==> src/rtl/muldiv_pkg.sv <==
// Shared definitions for the sequential multiply/divide unit: operation
// encodings, controller state encoding and small op-decoding helpers.
package muldiv_pkg;

  localparam logic [1:0] OP_MULT  = 2'b00;
  localparam logic [1:0] OP_MULTU = 2'b01;
  localparam logic [1:0] OP_DIV   = 2'b10;
  localparam logic [1:0] OP_DIVU  = 2'b11;

  typedef enum logic [1:0] {
    ST_IDLE = 2'd0,
    ST_PREP = 2'd1,
    ST_RUN  = 2'd2,
    ST_FIX  = 2'd3
  } state_t;

  // True for the two's-complement variants (operands and results carry a sign).
  function automatic logic op_is_signed(input logic [1:0] o);
    return (o == OP_MULT) || (o == OP_DIV);
  endfunction

  // True for divide operations, false for multiplies.
  function automatic logic op_is_div(input logic [1:0] o);
    return !((o == OP_MULT) || (o == OP_MULTU));
  endfunction

endpackage

==> src/rtl/muldiv_negate.sv <==
// Conditional two's-complement: passes the value through, or negates it when
// i_neg is set. Used for operand magnitudes and for result sign correction.
module muldiv_negate #(
  parameter int WIDTH = 32
) (
  input  logic [WIDTH-1:0] i_val,
  input  logic             i_neg,
  output logic [WIDTH-1:0] o_val
);

  assign o_val = i_neg ? (~i_val + {{(WIDTH-1){1'b0}}, 1'b1}) : i_val;

endmodule

==> src/rtl/muldiv_seq.sv <==
// Sequential radix-2 multiply/divide unit. Signed operations work on operand
// magnitudes and fix the result signs at the end, so most-negative operands
// are handled exactly (their magnitude fits an unsigned WIDTH-bit value).
module muldiv_seq
  import muldiv_pkg::*;
#(
  parameter int WIDTH = 32
) (
  input  logic             clk,
  input  logic             rst,
  input  logic             start,
  input  logic [1:0]       op,
  input  logic [WIDTH-1:0] a,
  input  logic [WIDTH-1:0] b,
  output logic             busy,
  output logic             done,
  output logic [WIDTH-1:0] hi,
  output logic [WIDTH-1:0] lo,
  output logic             div_zero
);

  localparam int CW = (WIDTH > 1) ? $clog2(WIDTH) : 1;
  localparam logic [CW-1:0] LAST = CW'(WIDTH - 1);

  state_t             r_state;
  logic [CW-1:0]      r_cnt;
  logic [1:0]         r_op;
  logic [WIDTH-1:0]   r_a, r_b, r_ma, r_mb;
  logic [2*WIDTH-1:0] r_acc;
  logic               r_neg_res, r_neg_rem, r_dz;
  logic               r_busy, r_done, r_div_zero;
  logic [WIDTH-1:0]   r_hi, r_lo;

  logic               w_signed, w_div;
  logic [WIDTH-1:0]   w_mag_a, w_mag_b;
  logic [WIDTH:0]     w_mul_sum;
  logic [2*WIDTH-1:0] w_mul_next;
  logic [WIDTH:0]     w_trial;
  logic               w_ge;
  logic [WIDTH-1:0]   w_diff;
  logic [2*WIDTH-1:0] w_div_next;
  logic [2*WIDTH-1:0] w_prod_fix;
  logic [WIDTH-1:0]   w_quo_fix, w_rem_fix;

  assign w_signed = op_is_signed(r_op);
  assign w_div    = op_is_div(r_op);

  // Operand magnitudes (unsigned ops pass straight through).
  muldiv_negate #(.WIDTH(WIDTH)) u_neg_a (
    .i_val(r_a), .i_neg(w_signed & r_a[WIDTH-1]), .o_val(w_mag_a));
  muldiv_negate #(.WIDTH(WIDTH)) u_neg_b (
    .i_val(r_b), .i_neg(w_signed & r_b[WIDTH-1]), .o_val(w_mag_b));

  // Shift-add step: acc = {partial product, remaining multiplier bits}.
  assign w_mul_sum  = {1'b0, r_acc[2*WIDTH-1:WIDTH]}
                    + (r_acc[0] ? {1'b0, r_ma} : {(WIDTH+1){1'b0}});
  assign w_mul_next = {w_mul_sum, r_acc[WIDTH-1:1]};

  // Restoring divide step: acc = {partial remainder, dividend/quotient bits}.
  // The trial remainder needs one extra bit; after a successful subtract the
  // result is below the divisor, so the low WIDTH bits of the difference are exact.
  assign w_trial    = {r_acc[2*WIDTH-1:WIDTH], r_acc[WIDTH-1]};
  assign w_ge       = (w_trial >= {1'b0, r_mb});
  assign w_diff     = w_trial[WIDTH-1:0] - r_mb;
  assign w_div_next = {(w_ge ? w_diff : w_trial[WIDTH-1:0]), r_acc[WIDTH-2:0], w_ge};

  // Result sign correction.
  muldiv_negate #(.WIDTH(2*WIDTH)) u_neg_prod (
    .i_val(r_acc), .i_neg(r_neg_res), .o_val(w_prod_fix));
  muldiv_negate #(.WIDTH(WIDTH)) u_neg_quo (
    .i_val(r_acc[WIDTH-1:0]), .i_neg(r_neg_res), .o_val(w_quo_fix));
  muldiv_negate #(.WIDTH(WIDTH)) u_neg_rem (
    .i_val(r_acc[2*WIDTH-1:WIDTH]), .i_neg(r_neg_rem), .o_val(w_rem_fix));

  // Controller and datapath: accept, prepare magnitudes, iterate, fix signs.
  always_ff @(posedge clk or negedge rst) begin
    if (!rst) begin
      r_state    <= ST_IDLE;
      r_cnt      <= {CW{1'b0}};
      r_op       <= 2'b00;
      r_a        <= {WIDTH{1'b0}};
      r_b        <= {WIDTH{1'b0}};
      r_ma       <= {WIDTH{1'b0}};
      r_mb       <= {WIDTH{1'b0}};
      r_acc      <= {(2*WIDTH){1'b0}};
      r_neg_res  <= 1'b0;
      r_neg_rem  <= 1'b0;
      r_dz       <= 1'b0;
      r_busy     <= 1'b0;
      r_done     <= 1'b0;
      r_div_zero <= 1'b0;
      r_hi       <= {WIDTH{1'b0}};
      r_lo       <= {WIDTH{1'b0}};
    end else begin
      r_done <= 1'b0;
      case (r_state)
        ST_IDLE: begin
          if (start) begin
            r_a        <= a;
            r_b        <= b;
            r_op       <= op;
            r_busy     <= 1'b1;
            r_div_zero <= 1'b0;
            r_state    <= ST_PREP;
          end
        end
        ST_PREP: begin
          r_ma      <= w_mag_a;
          r_mb      <= w_mag_b;
          r_neg_res <= w_signed & (r_a[WIDTH-1] ^ r_b[WIDTH-1]);
          r_neg_rem <= w_signed & r_a[WIDTH-1];
          r_cnt     <= {CW{1'b0}};
          if (w_div && (r_b == {WIDTH{1'b0}})) begin
            // Divide by zero: no iterations, fixed result in FIX.
            r_dz    <= 1'b1;
            r_busy  <= 1'b0;
            r_state <= ST_FIX;
          end else begin
            r_dz    <= 1'b0;
            r_acc   <= {{WIDTH{1'b0}}, (w_div ? w_mag_a : w_mag_b)};
            r_state <= ST_RUN;
          end
        end
        ST_RUN: begin
          r_acc <= w_div ? w_div_next : w_mul_next;
          if (r_cnt == LAST) begin
            r_cnt   <= {CW{1'b0}};
            r_busy  <= 1'b0;
            r_state <= ST_FIX;
          end else begin
            r_cnt <= r_cnt + {{(CW-1){1'b0}}, 1'b1};
          end
        end
        ST_FIX: begin
          r_done  <= 1'b1;
          r_state <= ST_IDLE;
          if (r_dz) begin
            r_hi       <= r_a;
            r_lo       <= {WIDTH{1'b1}};
            r_div_zero <= 1'b1;
          end else if (w_div) begin
            r_hi <= w_rem_fix;
            r_lo <= w_quo_fix;
          end else begin
            {r_hi, r_lo} <= w_prod_fix;
          end
        end
        default: begin
          r_state <= ST_IDLE;
        end
      endcase
    end
  end

  assign busy     = r_busy;
  assign done     = r_done;
  assign hi       = r_hi;
  assign lo       = r_lo;
  assign div_zero = r_div_zero;

endmodule

==> config.mk <==
export PLATFORM = sky130hd
export DESIGN_NAME = muldiv_seq
export DESIGN_NICKNAME = d
export VERILOG_FILES = /design/src/rtl/muldiv_pkg.sv /design/src/rtl/muldiv_negate.sv /design/src/rtl/muldiv_seq.sv
export SDC_FILE = /design/constraint.sdc
export NUM_CORES = 1
export LEC_CHECK = 0
export ABC_CLOCK_PERIOD_IN_PS = 3300
export CAP_MARGIN = 20
export CORE_MARGIN = 4
export CORE_UTILIZATION = 54
export DETAILED_ROUTE_END_ITERATION = 12
export PLACE_DENSITY = 0.8
export SYNTH_ARGS = -nofsm -noshare
export SYNTH_HDL_FRONTEND = slang
export SYNTH_SLANG_ARGS = --single-unit
==> constraint.sdc <==
create_clock -name clk -period 3.3 [get_ports clk]
set_input_delay 0.33 -clock clk [delete_from_list [all_inputs] [get_ports clk]]
set_output_delay 0.33 -clock clk [all_outputs]
set_load 0.05 [all_outputs]
==> results.ini <==
[synth]
synth_top_area_cell = dfrtp_1
synth_edf_count = 0
synth_area_leaders = dfrtp_1, mux2_2, xnor2_1
yosysWarningCount = 0
synth_top_area_share_pct = 36.2
syn_nets = 2272
syn_inst = 2127
synth.avg_cell_area_um2 = 8.81
synthFlopType = dfrtp_1
ys_types = 76
synth-seq-area-share_pct = 36.2
syn_area_mm2 = 0.0187
ys_ff_latch = 271
synthArstFlopShare_pct = 100

[worst_setup_path]
cp-end-kind = register
worstSetupPathType = reg2reg
crit_fanout = 6
critical_path_buf_inv_count = 2
cp_top_family = simple AND/OR/NAND/NOR gates
crit_path_start_kind = register
startpoint = r_acc[41]
crit_required_ns = 3.74
slowest_stage = or4_1
crit_path_max_incr_delay_ns = 0.52
path_cells = buf_4, nor4_1, buf_4, nand4_1, or3_1, or4_1, o31ai_1, a21oi_1, xor2_1, o211ai_1, o21ai_0
path_common_cell = buf_4
cp_data_arrival_time_ns = 3.67
timing.rr.start = r_acc[41]

[timing]
finalSetupViolations = 0
min_period_over_period_pct = 98.0
post-route-worst-setup-slack_ns = 0.0645
fin_worst_skew_ns = 0.0242
timing.fmax_mhz = 309
maxSlewHeadroom_pct = 30.6
final_hold_viol_count = 0
rsz0062_at_grt = true
fin_crit_ns = 3.24
final-max-slew-violation-count = 0
worstMarginPinSlew_ns = 1.03

[detailed_routing]
vias_per_cell = 6.27
ant_nets = 0
wire_per_inst_um = 23.0
finalWirelength_um = 65300
firstDrtPassIters = 5
drc = 0
drtIter0Drc = 1660
vias = 17800

[global_route]
antenna_found_initial = 2
grt_pass1_vias = 17100
grt_max_degree = 108
grt-ovfl-total = 0
track_usage_pct = 33.3
grt_pass1_wl_um = 100000

[die]
dieArea_mm2 = 0.0378
io_pins = 136
die_w_um = 194
start_util_pct = 55.4
core_area_mm2 = 0.0339
die_h_um = 194
rows = 67

[finish]
syn2layout_area_growth_pct = 23.4
diodes = 0
layout.nets = 2511
layout_commonest_cell = dfrtp_1
drive_gt1_share_pct = 18.7
final_cell_mix = dfrtp_1, nand2_1, buf_4, o21ai_0, nor2_1

[cts]
clock-sinks = 271
clkLatencyLatePin_ns = 0.59
cts_buffers = 30
clock-root-buffer = clkbuf_16
cts.clk_slew.worst_paths_ns = 0.07
cts_tree = yes
clk_path_buf_depth = 3
htree_levels = 1

[placed_design]
place_congestion = 0.997
pre_cts_ws_ns = -0.197
io_buffers = 135
hpwl_um = 50300

[run]
drv_cap = 0

[status]
status = finished, final reports clean

[hold_path]
hp-class = in2async

logic make-up after synthesis:
logic type	after synthesis	synth area share (%)
DFF	271	36.2
adders and majority gates	76	5.15
and+or+nand+nor	656	16.6
muxes	151	10.1
AOI/OAI and AO/OA	574	19.3
buffers and inverters	224	4.58
xor gates and xnor gates	175	8.18
layout make-up:
class / instances / area, um^2
clock inverters: 17 / 238
flip-flops and latches: 271 / 6780
well taps: 448 / 561
clock buffers: 38 / 822
repair buffers: 343 / 3030
multi-input cells: 1632 / 11400
fillers: 2655 / 10700
inverters: 88 / 330
sequential cells by signal, summed over array words and instances (netlist names), 2 cells and up:
| register | cells |
|---|---|
| r_acc | 64 |
| hi | 32 |
| lo | 32 |
| r_a | 32 |
| r_b | 32 |
| r_ma | 32 |
| r_mb | 32 |
| r_cnt | 5 |
| r_op | 2 |
| r_state | 2 |
Yosys cell counts, types with 26 or more instances:
library cell,number
nand3_1,32
nand2b_1,27
a21o_1,32
nor3_1,41
nand2_1,239
a31oi_1,26
a21oi_1,146
clkbuf_1,117
ha_1,74
o22a_1,33
xnor2_1,112
nor4_1,27
inv_1,86
dfrtp_1,271
xor2_1,63
o21ai_0,173
and2_1,45
o31ai_1,30
nor2_1,147
mux2_2,109
metrics by stage:
step	setup TNS [ns]	hold WS [ns]	area (um^2)	util, %	instances
3_3_place_gp	-0.231	0.385	21800	64.3	2777
6_report	0	0.350	23100	68.3	2837
5_1_grt	-0.171	0.355	23100	68.3	2837
4_1_cts	0	0.341	22900	67.5	2833
2_1_floorplan	0	0.0344	18700	-	2127
3_5_place_dp	-0.773	0.393	21800	64.3	2777
worst register-to-register path, cell delays in order (launching register included):
cell and delay (ns):
dfrtp_1 0.50, buf_4 0.23, nor4_1 0.36, buf_4 0.19, nand4_1 0.15, or3_1 0.38, or4_1 0.52, o31ai_1 0.24
a21oi_1 0.11, xor2_1 0.17, o211ai_1 0.15, o21ai_0 0.10
per-layer routing:
metal	wire [um]	track usage (%)	up-vias	share of wire [%]
li1	-	-	8092	-
met1	26400	45.1	8607	40
met2	29900	53.0	903	46
met3	5180	5.07	186	7.9
met4	3810	15.9	2	5.8
met5	13	0	-	0.020
path summary, 6_finish.rpt:
check | endpoint | slack [ns] | cells after the start
max | hi[28] | 0.06 | 11
min | r_mb[6] | 0.35 | 2
max reg2reg | hi[28] | 0.06 | 11
min reg2reg | lo[4] | 0.50 | 1
max in group asynchronous | hi[25] | 2.09 | 3
min in group clk | r_b[8] | 0.36 | 2
repair_timing:
item	4_1_cts	5_1_grt
setup endpoints to repair	20	39
setup buffers	0	2
hold endpoints to repair	79	0
hold buffers	1	0
pin swaps	5	18
resized for setup	13	48
Power is left out: the tool's default activity adds up to more than one toggle a clock period on the data nets, which glitch-free logic cannot reach.
